--- config.mk ---
export PLATFORM = sky130hd
export DESIGN_NAME = shift_add_multiplier
export DESIGN_NICKNAME = d
export VERILOG_FILES = /design/src/rtl/shift_add_multiplier_pkg.sv /design/src/rtl/ripple_carry_adder.sv /design/src/rtl/shift_add_multiplier.sv
export SDC_FILE = /design/constraint.sdc
export NUM_CORES = 1
export LEC_CHECK = 0
export CAP_MARGIN = 20
export CORE_MARGIN = 2
export CORE_UTILIZATION = 50
export CTS_CLUSTER_DIAMETER = 60
export CTS_CLUSTER_SIZE = 40
export DETAILED_ROUTE_END_ITERATION = 10
export PLACE_DENSITY = 0.84
export SYNTH_ARGS = -nofsm -noshare
export SYNTH_HDL_FRONTEND = slang
export SYNTH_SLANG_ARGS = --single-unit
--- constraint.sdc ---
create_clock -name clk -period 2.31 [get_ports clk]
set_input_delay 0.3465 -clock clk [delete_from_list [all_inputs] [get_ports clk]]
set_output_delay 0.3465 -clock clk [all_outputs]
set_load 0.005 [all_outputs]
--- src/rtl/shift_add_multiplier_pkg.sv ---
// Shared definitions for the shift-and-add multiplier: default operand width
// and the controller state encoding.
package mult_pkg;

   localparam int DEFAULT_WIDTH = 4;

   typedef enum logic [1:0] {
      IDLE = 2'd0,
      CALC = 2'd1,
      DONE = 2'd2
   } state_t;

endpackage : mult_pkg

--- src/rtl/ripple_carry_adder.sv ---
// Plain ripple-carry adder, one full-adder cell per bit.
// Used as the per-iteration adder of the multiplier datapath.
module ripple_carry_adder #(
   parameter int WIDTH = 4
) (
   input  logic [WIDTH-1:0] a,
   input  logic [WIDTH-1:0] b,
   input  logic             cin,
   output logic [WIDTH-1:0] sum,
   output logic             carry
);

   logic [WIDTH:0] chain;

   assign chain[0] = cin;

   generate
      for (genvar gi = 0; gi < WIDTH; gi++) begin : g_cell
         assign sum[gi]       = a[gi] ^ b[gi] ^ chain[gi];
         assign chain[gi + 1] = (a[gi] & b[gi]) | (chain[gi] & (a[gi] ^ b[gi]));
      end
   endgenerate

   assign carry = chain[WIDTH];

endmodule : ripple_carry_adder

--- src/rtl/shift_add_multiplier.sv ---
// Sequential unsigned multiplier: one add-and-shift step per clock over WIDTH
// cycles, with valid/ready handshakes on both the operand and result sides.
module shift_add_multiplier
   import mult_pkg::*;
#(
   parameter int WIDTH = DEFAULT_WIDTH
) (
   input  logic               clk,
   input  logic               rst_n,
   input  logic               start_valid,
   output logic               start_ready,
   input  logic [WIDTH-1:0]   a,
   input  logic [WIDTH-1:0]   b,
   output logic [2*WIDTH-1:0] product,
   output logic               done_valid,
   input  logic               done_ready
);

   localparam int CNT_W = $clog2(WIDTH) + 1;
   localparam logic [CNT_W-1:0] LAST_CNT = CNT_W'(WIDTH - 1);

   state_t               state_reg;
   logic [WIDTH-1:0]     m_reg;
   logic [WIDTH-1:0]     q_reg;
   logic [WIDTH-1:0]     acc_reg;
   logic [CNT_W-1:0]     cnt_reg;
   logic [2*WIDTH-1:0]   product_reg;
   logic                 start_ready_reg;
   logic                 done_valid_reg;

   logic [WIDTH-1:0]     gated_m;
   logic [WIDTH-1:0]     sum;
   logic                 carry;
   logic [2*WIDTH-1:0]   shifted_next;
   logic [WIDTH-1:0]     acc_next;
   logic [WIDTH-1:0]     q_next;

   generate
      for (genvar gi = 0; gi < WIDTH; gi++) begin : g_gate
         assign gated_m[gi] = m_reg[gi] & q_reg[0];
      end
   endgenerate

   ripple_carry_adder #(
      .WIDTH (WIDTH)
   ) u_adder (
      .a     (acc_reg),
      .b     (gated_m),
      .cin   (1'b0),
      .sum   (sum),
      .carry (carry)
   );

   // {C,S,Q} >> 1: the carry-out becomes the new ACC MSB, S[0] moves into Q.
   assign shifted_next = {carry, sum, q_reg[WIDTH-1:1]};
   assign acc_next     = shifted_next[2*WIDTH-1:WIDTH];
   assign q_next       = shifted_next[WIDTH-1:0];

   always_ff @(posedge clk or negedge rst_n) begin
      if (!rst_n) begin
         state_reg       <= IDLE;
         m_reg           <= '0;
         q_reg           <= '0;
         acc_reg         <= '0;
         cnt_reg         <= '0;
         product_reg     <= '0;
         start_ready_reg <= 1'b1;
         done_valid_reg  <= 1'b0;
      end else begin
         case (state_reg)
            IDLE: begin
               if (start_valid) begin
                  m_reg           <= a;
                  q_reg           <= b;
                  acc_reg         <= '0;
                  cnt_reg         <= '0;
                  state_reg       <= CALC;
                  start_ready_reg <= 1'b0;
               end
            end
            CALC: begin
               acc_reg <= acc_next;
               q_reg   <= q_next;
               cnt_reg <= cnt_reg + CNT_W'(1);
               if (cnt_reg == LAST_CNT) begin
                  product_reg    <= {acc_next, q_next};
                  state_reg      <= DONE;
                  done_valid_reg <= 1'b1;
               end
            end
            DONE: begin
               // A simultaneous start_valid is deliberately not looked at here.
               if (done_ready) begin
                  state_reg       <= IDLE;
                  done_valid_reg  <= 1'b0;
                  start_ready_reg <= 1'b1;
               end
            end
            default: begin
               state_reg       <= IDLE;
               done_valid_reg  <= 1'b0;
               start_ready_reg <= 1'b1;
            end
         endcase
      end
   end

   assign start_ready = start_ready_reg;
   assign done_valid  = done_valid_reg;
   assign product     = product_reg;

endmodule : shift_add_multiplier

### Word level (Yosys, flattened, before mapping)

Cells that the tools add are included.

| operators by class | value |
|---|---|
| $add $sub $neg | 1 |
| equal/unequal tests | 6 |
| multiplexer cells | 16 |
| bitwise logic cells | 23 |
| reduce and logical (&&, ||, !) cells | 8 |

Operators with widths:

| kind | number |
|---|---|
| case mux 4 bit (2 select lines) | 2 |
| bitwise AND 1 bit | 11 |
| AND reduction 3 bit | 3 |
| two-way mux 4 bit | 2 |
| bitwise XOR 1 bit | 7 |
| two-way mux 2 bit | 3 |
| != test 2 bit (second input constant) | 3 |
| case mux 1 bit (3 select lines) | 2 |
| case mux 2 bit (3 select lines) | 1 |
| case mux 3 bit (2 select lines) | 1 |
| AND reduction 2 bit | 3 |
| two-way mux 1 bit | 4 |
| adder 3 x 1 -> 3 bit (second input constant) | 1 |
| == test 3 x 2 -> 1 bit (second input constant) | 1 |
| two-way mux 3 bit | 1 |
| OR 1 bit | 3 |
| == test 2 x 1 -> 1 bit (second input constant) | 1 |
| == test 2 bit (second input constant) | 1 |
| zero test 2 bit | 1 |
| NOT 1 bit | 2 |
| nonzero test 2 bit | 1 |

| storage, ports and cells | value |
|---|---|
| register bits | 27 |

### Longest topological paths before layout

Gate-level depths: netlist of run 1.

| logic depth | value |
|---|---|
| word-level depth | 9 |
| gate-level depth with buffers | 7 |
| depth with buffers taken out | 7 |

### By module

Synthesis of run 1 repeated with hierarchy kept, for this count alone.

| unflattened totals | value |
|---|---|
| cell total of the unflattened synthesis | 99 |
| area, all modules | 1251.2 um^2 |

By module, submodules not included:

| module | instances | cells each | area an instance (um^2) | sequential area each (um^2) |
|---|---|---|---|---|
| shift_add_multiplier | 1 | 85 | 1133.6 | 676.9 |
| ripple_carry_adder | 1 | 14 | 117.6 | 0.0 |

### Least setup slack after synthesis of run 1

Ideal clock, no wire load.

| path | value |
|---|---|
| kind | register -> register |
| from | register q_reg[0] |
| to | register acc_reg[2] |
| library setup time | 0.082 ns |
| arrival time | 1.848 ns |
| path slack | 0.379 ns |
| cell stages (with the launch flop) | 8 |
| clock period less this slack | 1.931 ns |
| cell sequence | dfrtp_1 -> and2_1 -> ha_1 -> fa_1 -> inv_1 -> fa_1 -> fa_1 -> o22ai_1 |

| between the ends | value |
|---|---|
| word-level cells in the longest chain between the ends | 8 |
| elaborated cells between the ends (all ways) | 16 |

RTL lines:

| item | RTL line | source |
|---|---|---|
| from (decl) | shift_add_multiplier.sv:24 | `logic [WIDTH-1:0] q_reg;` |
| from (signal assigned) | shift_add_multiplier.sv:83 | `q_reg <= q_next;` |
| bitwise AND 1 bit | shift_add_multiplier.sv:40 | `assign gated_m[gi] = m_reg[gi] & q_reg[0];` |
| bitwise AND 1 bit or bitwise XOR 1 bit (tied branches) | ripple_carry_adder.sv:20 | `assign chain[gi + 1] = (a[gi] & b[gi]) \| (chain[gi] & (a[gi] ^ b[gi]));` |
| bitwise AND 1 bit | ripple_carry_adder.sv:20 |  |
| OR 1 bit | ripple_carry_adder.sv:20 |  |
| bitwise AND 1 bit | ripple_carry_adder.sv:20 |  |
| OR 1 bit | ripple_carry_adder.sv:20 |  |
| bitwise XOR 1 bit (*) | ripple_carry_adder.sv:19 | `assign sum[gi] = a[gi] ^ b[gi] ^ chain[gi];` |
| case mux 4 bit (2 select lines) (*) | shift_add_multiplier.sv:70 | `case (state_reg)` |
| to (signal assigned) | shift_add_multiplier.sv:82 | `acc_reg <= acc_next;` |
| to (decl) | shift_add_multiplier.sv:25 | `logic [WIDTH-1:0] acc_reg;` |

Mark *: on every way between the ends. The rest lies on a longest branch, timed or not.
A chain may end at the register's enable or synchronous reset.

### Worst setup path after layout of run 1

Ends and elaborated chain as after synthesis.

==> summary.txt, run 1 <==
STA
  – Final Slew Violations: 0
  – Final Worst Setup Slack: 0.231 ns
  – Final setup fails: 0
  – Minimum clock period: 2.08 ns
  – Final Hold Viols: 0
  – Worst-margin pin slew: 0.428 ns
  – Final Skew: 0.00459 ns
  – Max Fclk: between 0.4 and 0.5 GHz
  – Setup TNS: 0 ns
  – Relative slew slack: 0.714
  – Tcrit/Tclk final: 0.900
  – RSZ-0062 raised after global routing: false

Finish
  – Layout cells sized above 1: 0.185
  – P&R area growth vs syn: 18.8%
  – Inserted Diodes: 0
  – Final design utilization: 0.614
  – Finished Cell Area: ~1500 um^2
  – Net count, final: 138
  – Number of flip-flops in the largest register: 8

Yosys
  – Synthesized instance count: 97
  – Synth area leader: dfrtp_1
  – Async SR Flop Fraction: 1.00
  – Post-Syn Area: approximately 1300 um^2
  – Synth warnings: 0
  – Count leader, synth: dfrtp_1
  – Syn_area_per_cell: 13.0 um^2
  – Post-synth top cells: dfrtp_1, nand2_1, mux2_2, o21ai_0
  – Cell types occupying the most area after synthesis: dfrtp_1, mux2_2, fa_1, buf_6, mux2_4
  – Post-synth net total: 115
  – Yosys top cell area share: 0.517
  – Most used DFF post-synth: dfrtp_1
  – Seq/Total Area, Yosys: 0.538
  – EDFF count, synth: 0
  – Netlist cell types: 25
  – Register bit count reported by yosys: 27

GRT
  – Number of global-route vias before repair: approximately 840
  – Antenna violations before repair: 0
  – First-pass GRT wire length: 3.75 mm
  – Gr usage total: 0.186
  – Total congestion overflow: 0
  – Largest net degree at the start of global routing: 28

Power and ir drop
  – Max IR drop VDD: 0.857 mV
  – Leakage: 0.649 nW
  – PwrDens: 1310 nW/um^2
  – Final Power: 1.96 mW

Routing
  – Post-route ant nets: 0
  – Routed via count: 800
  – Post-Route WL: 2.27 mm
  – DR DRC count: 0
  – Drt first pass iters: 4
  – WL per Instance: between 15 and 20 um
  – Starting DRT DRC Count: 17
  – Via/cell ratio: 5.37

Clock network
  – Worst-path clk slew: 0.14 ns
  – Clock net sink count: 27
  – TritonCTS buffer count: 3
  – Post-CTS Hold Fix Bufs: 0
  – Skew-Pair Late Insertion Delay: 0.32 ns
  – CTS tree: done
  – H-Tree Depth: 1
  – CTS Root Cell: clkbuf_4
  – # Post-CTS Setup Buffers: 0
  – Clk buf depth: 2
  – CTS resizes: 0

Floorplan
  – CORE AREA: about 2400 um^2
  – IO Count: 22
  – Die width: 54.2 um
  – Die height: 54.2 um
  – Die area: 2930 um^2
  – Starting Density: 0.517
  – Row cnt: 18

Place
  – Worst slack, placed: roughly 0.26 ns
  – IO buf count: 21
  – GPL Wtd Cong: between 0.7 and 0.8
  – Final HPWL DP: 1.72 mm
  – Area after DPL: 1470 um^2

Setup path
  – Crit path DAT: approximately 2.3 ns
  – Crit path capture type: flop
  – CP Launch Type: flop
  – Setup CP Type: flop to flop
  – CP max FO: 5
  – Critical Path RT: 2.56 ns

Worst hold path
  – Min-Delay Path Class: primary input to asynchronous set/reset pin

Run
  – Max Cap Violations: 0

Run status
  – Status: complete, no violations
## per-layer routing
metal | part of all wire | GRT usage | routed length, um | up-vias
met1 | 0.41 | 0.221 | 934 | 400
met3 | 0.027 | 0.0194 | 62 | 4
met2 | 0.54 | 0.319 | 1220 | 13
li1 | - | - | - | 383
met5 | 0 | 0 | 0 | -
met4 | 0.023 | 0.113 | 52 | 0
## cell families (layout without fill, tap and decap cells)
group,after synthesis,count (layout),share of synthesized area
AO/OA/AOI/OAI,19,19,0.106
multiplexers,9,9,0.0895
adder cells (fa/ha/maj),6,6,0.0776
buffers and inverters,8,30,0.0478
flip-flops,27,27,0.538
AND/OR/NAND/NOR,28,28,0.140
## cells in the final DEF (no fill, tap or decap), drive strengths merged
cell type | Yosys | layout
ha | 3 | 3
nor3 | 1 | 1
inv | 4 | 4
a22o | 2 | 2
mux2 | 9 | 9
fa | 3 | 3
nor2 | 6 | 6
nand2b | 2 | 2
nand3b | 5 | 5
dfrtp | 26 | 26
o21bai | 1 | 1
a21oi | 3 | 3
o22ai | 3 | 3
clkdlybuf4s50 | 0 | 21
buf | 4 | 1
nand2 | 10 | 10
dfstp | 1 | 1
clkbuf | 0 | 4
or2b | 1 | 1
o21ai | 6 | 6
o221a | 4 | 4
and2 | 2 | 2
nor2b | 1 | 1
## per-stage QoR
step / hold WS [ns] / cells
after global routing: 0.385 / 149
after floorplan: 0.0509 / 97
after CTS: 0.374 / 149
after detailed placement: 0.473 / 145
after global placement: 0.468 / 145
final: 0.369 / 149
## where the power goes
part           total, mW  internal, mW  leakage [nW]  switching [mW]
registers          0.874         0.695         0.326           0.179
clock network      0.202        0.0676        0.0150           0.135
logic              0.884         0.517         0.308           0.367
total               1.96          1.28         0.649           0.681
## cell type report
class	instances	area, um^2
Clock buffer	4	26.3
Fill cell	189	938
Inverter	4	15.0
Multi-Input combinational cell	62	520
Sequential cell	27	677
Tap cell	30	37.5
Timing Repair Buffer	22	218
## worst max-delay path: stages (launching register included)
cell and delay (ns):
dfrtp_1 0.43, and2_1 0.15, ha_1 0.19, fa_1 0.36, inv_1 0.08, fa_1 0.18
fa_1 0.42, o22ai_1 0.19
## worst paths after layout
check                                       startpoint                       to  slack [ns]  depth (start not counted)
worst max-delay path              q_reg[0]$_DFFE_PN0P_   acc_reg[2]$_DFFE_PN0P_        0.23                          7
worst min-delay path                             rst_n   product[4]$_DFFE_PN0P_        0.37                          2
worst max register to register    q_reg[0]$_DFFE_PN0P_   acc_reg[2]$_DFFE_PN0P_        0.23                          7
worst min register to register  product[7]$_DFFE_PN0P_   product[7]$_DFFE_PN0P_        0.51                          2
max in group asynchronous                        rst_n  start_ready$_DFFE_PN1P_        1.64                          2
min in group clk                product[7]$_DFFE_PN0P_   product[7]$_DFFE_PN0P_        0.51                          2
Note: power is estimated with default switching activity, not from simulation.
==> inputs of run 2 (changes only) <==
--- a/config.mk
+++ b/config.mk
@@ -14,4 +14,5 @@
 export PLACE_DENSITY = 0.84
 export SYNTH_ARGS = -nofsm -noshare
 export SYNTH_HDL_FRONTEND = slang
+export SYNTH_HIERARCHICAL = 1
 export SYNTH_SLANG_ARGS = --single-unit
==> run 2 against run 1 <==
Fmax is 8.0% lower. Critical path depth is 3 higher. Critical endpoint is now product[6]$_DFFE_PN0P_. Count of clock-buffer cells in the layout unchanged. Critical path type unchanged. Setup slack got worse by 0.18 ns. Register-to-register slack lost 0.18 ns. Via count up 1.5%. First-iteration DRC count down 41%. Largest cell class unchanged. Flip-flop and latch count stayed put. Worst hold slack gained 0.0067 ns.
==> summary.txt, run 2 <==
Worst hold path
  – Min-Delay Path Class: primary input to asynchronous set/reset pin

STA
  – Final setup fails: 0 (unchanged)
  – Final Slew Violations: 0 (unchanged)
  – Minimum clock period: 2.26 ns (+0.181 ns)
  – RSZ-0062 raised after global routing: true
  – Relative slew slack: 0.647 (-0.0680)
  – Worst-margin pin slew: 0.529 ns (+0.101 ns)
  – Final Hold Viols: 0 (unchanged)
  – Tcrit/Tclk final: 0.978 (+0.0784)
  – WHS: 0.375 ns (+0.00666 ns)
  – Max Fclk: 0.442 GHz (-8.0%)
  – Final Skew: 0.00788 ns (+0.00329 ns)
  – Final Worst Setup Slack: 0.0499 ns (-0.181 ns)
  – Setup TNS: 0 ns (unchanged)

Yosys
  – Synthesized instance count: 99 (+2.1%)
  – Netlist cell types: 25 (unchanged)
  – Count leader, synth: dfrtp_1
  – Most used DFF post-synth: dfrtp_1
  – Syn_area_per_cell: 12.6 um^2 (-2.5%)
  – Post-Syn Area: 1250 um^2 (-0.50%)
  – Seq/Total Area, Yosys: 0.541 (+0.00269)
  – Post-synth top cells: dfrtp_1, mux2_2, inv_1, a22o_1, nor2_1
  – EDFF count, synth: 0 (unchanged)
  – Yosys top cell area share: 0.520 (+0.00259)
  – Post-synth net total: 117 (+1.7%)
  – Synth warnings: 6 (+6)
  – Async SR Flop Fraction: 1.00 (unchanged)
  – Synth area leader: dfrtp_1
  – Cell types occupying the most area after synthesis: dfrtp_1, mux2_2, fa_1, o221a_2, a22o_1
  – Register bit count reported by yosys: 27 (unchanged)

Setup path
  – Critical Path RT: 2.53 ns (-0.03 ns)
  – CP Launch Type: flop
  – CP max FO: 2 (-3)
  – Crit path DAT: 2.48 ns (+0.15 ns)
  – FF-to-FF setup slack: 0.05 ns (-0.18 ns)
  – FF-to-FF path depth: 10 (+3)
  – Crit path capture type: flop
  – Setup CP Type: flop to flop
  – Reg-to-Reg End: product[6]$_DFFE_PN0P_
  – Worst r2r src: q_reg[0]$_DFFE_PN0P_

GRT
  – First-pass GRT wire length: 3.70 mm (-1.5%)
  – Gr usage total: 0.182 (-0.00406)
  – Antenna violations before repair: 0 (unchanged)
  – Total congestion overflow: 0 (unchanged)
  – Number of global-route vias before repair: 809 (-4.1%)
  – Largest net degree at the start of global routing: 28 (unchanged)

Place
  – IO buf count: 21 (unchanged)
  – Worst slack, placed: -0.0281 ns (-0.288 ns)
  – Area after DPL: 1500 um^2 (+2.0%)
  – GPL Wtd Cong: 0.796 (+4.9%)
  – Number of cells after detailed placement: 150 (+3.4%)
  – Final HPWL DP: 1.77 mm (+2.9%)

Floorplan
  – Die area: 2920 um^2 (-0.46%)
  – CORE AREA: 2430 um^2 (unchanged)
  – Row cnt: 18 (unchanged)
  – Die height: 54.0 um (-0.23%)
  – Die width: 54.0 um (-0.23%)
  – IO Count: 22 (unchanged)
  – Starting Density: 0.514 (-0.00257)

Finish
  – Final non-filler cell total: 154 (+3.4%)
  – Layout cells sized above 1: 0.266 (+0.0813)
  – Leading cell type in the layout, fill and taps excluded: dfrtp_1
  – Final design utilization: 0.631 (+0.0165)
  – Fillers: 193 (+2.1%)
  – P&R area growth vs syn: 22.6%
  – Net count, final: 143 (+3.6%)
  – Inserted Diodes: 0 (unchanged)
  – Number of flip-flops in the largest register: 8 (unchanged)
  – Most frequent cells in the layout: dfrtp_1, clkdlybuf4s50_1, mux2_2
  – Finished Cell Area: 1530 um^2 (+2.7%)

Routing
  – Via/cell ratio: 5.27 (-1.8%)
  – Post-Route WL: 2.30 mm (+1.5%)
  – DR DRC count: 0 (unchanged)
  – Post-route ant nets: 0 (unchanged)
  – Routed via count: 812 (+1.5%)
  – Starting DRT DRC Count: 10 (-7)
  – WL per Instance: 15.0 um (-1.8%)
  – Drt first pass iters: 6 (+2)

Run
  – Max Cap Violations: 0 (unchanged)

Clock network
  – Clk buf depth: 2 (unchanged)
  – Clock net sink count: 27 (unchanged)
  – # Post-CTS Setup Buffers: 0 (unchanged)
  – Worst-path clk slew: 0.14 ns (about the same)
  – CTS Root Cell: clkbuf_4
  – H-Tree Depth: 1 (unchanged)
  – CTS tree: done
  – TritonCTS buffer count: 3 (unchanged)
  – Skew-Pair Late Insertion Delay: 0.32 ns (about the same)

Power and ir drop
  – Final Power: 2.13 mW (+8.6%)
  – Leakage: 0.677 nW (+4.3%)
  – Max IR drop VDD: 0.821 mV (-4.1%)
  – PwrDens: 1390 nW/um^2 (+5.7%)

Run status
  – Status: complete, no violations
-- run 2: final cells by class --
type                    instances  area (um^2)  share of cell area
flip-flops and latches         27          677               0.441
multi-input cells              59          527               0.343
repair buffers                 23          225               0.147
inverters                      11         41.3              0.0269
well taps                      30         37.5              0.0245
clock buffers                   4         26.3              0.0171
-- run 2: worst max-delay path, stage by stage, from the launching register on --
cell and delay, ns:
dfrtp_1 0.38, and2_4 0.15, fa_2 0.18, inv_2 0.04, fa_2 0.33, inv_2 0.06
fa_2 0.18, inv_2 0.04, fa_1 0.51, inv_2 0.04, mux2_2 0.25
-- run 2: worst max path at each step --
stage / startpoint / end / slack [ns] / cells past startpoint
global route: q_reg[0]$_DFFE_PN0P_ / product[6]$_DFFE_PN0P_ / -0.03 / 10
detailed placement: m_reg[0]$_DFFE_PN0P_ / product[6]$_DFFE_PN0P_ / -0.03 / 10
finish: q_reg[0]$_DFFE_PN0P_ / product[6]$_DFFE_PN0P_ / 0.05 / 10
CTS: m_reg[0]$_DFFE_PN0P_ / product[6]$_DFFE_PN0P_ / 0.001 / 10
global placement: m_reg[0]$_DFFE_PN0P_ / product[6]$_DFFE_PN0P_ / 0.07 / 10
floorplan: q_reg[0]$_DFFE_PN0P_ / product[6]$_DFFE_PN0P_ / 0.09 / 10
-- run 2: repair_timing --
action	in CTS	in global routing
gates resized for setup	4	4
pin swaps	2	2
hold buffers	0	0
setup endpoints to repair	2	2
-- run 2: cells by family after synthesis --
logic type / count (synthesis) / synth area share
buffers and inverters: 13 / 0.0460
DFF: 27 / 0.541
adders and majority gates: 6 / 0.0840
other: 1 / 0.00300
and+or+nand+nor: 24 / 0.116
muxes: 12 / 0.108
AOI/OAI and AO/OA: 16 / 0.102
-- run 2: metal layers --
layer  part of all wire  wire [um]  GRT usage
met4              0.013         29     0.0625
met2               0.49       1140      0.299
met1               0.44       1020      0.246
met3              0.051        117     0.0250
met5                  0          0          0
-- run 2: power by group --
group / switching, mW / internal, mW / leakage, nW
logic: 0.458 / 0.604 / 0.341
clock network: 0.130 / 0.0677 / 0.0150
registers: 0.162 / 0.705 / 0.321
==> inputs of run 3 (changes only) <==
==> constraint.sdc (replaced) <==
create_clock -name clk -period 2.31 [get_ports clk]
set_input_delay 0.462 -clock clk [delete_from_list [all_inputs] [get_ports clk]]
set_output_delay 0.462 -clock clk [all_outputs]
set_load 0.005 [all_outputs]
==> results of run 3 <==
Same layout as run 2 (identical final DEF). Status: complete, no violations.
Among the figures that moved: hold slack 0.375 ns -> 0.491 ns
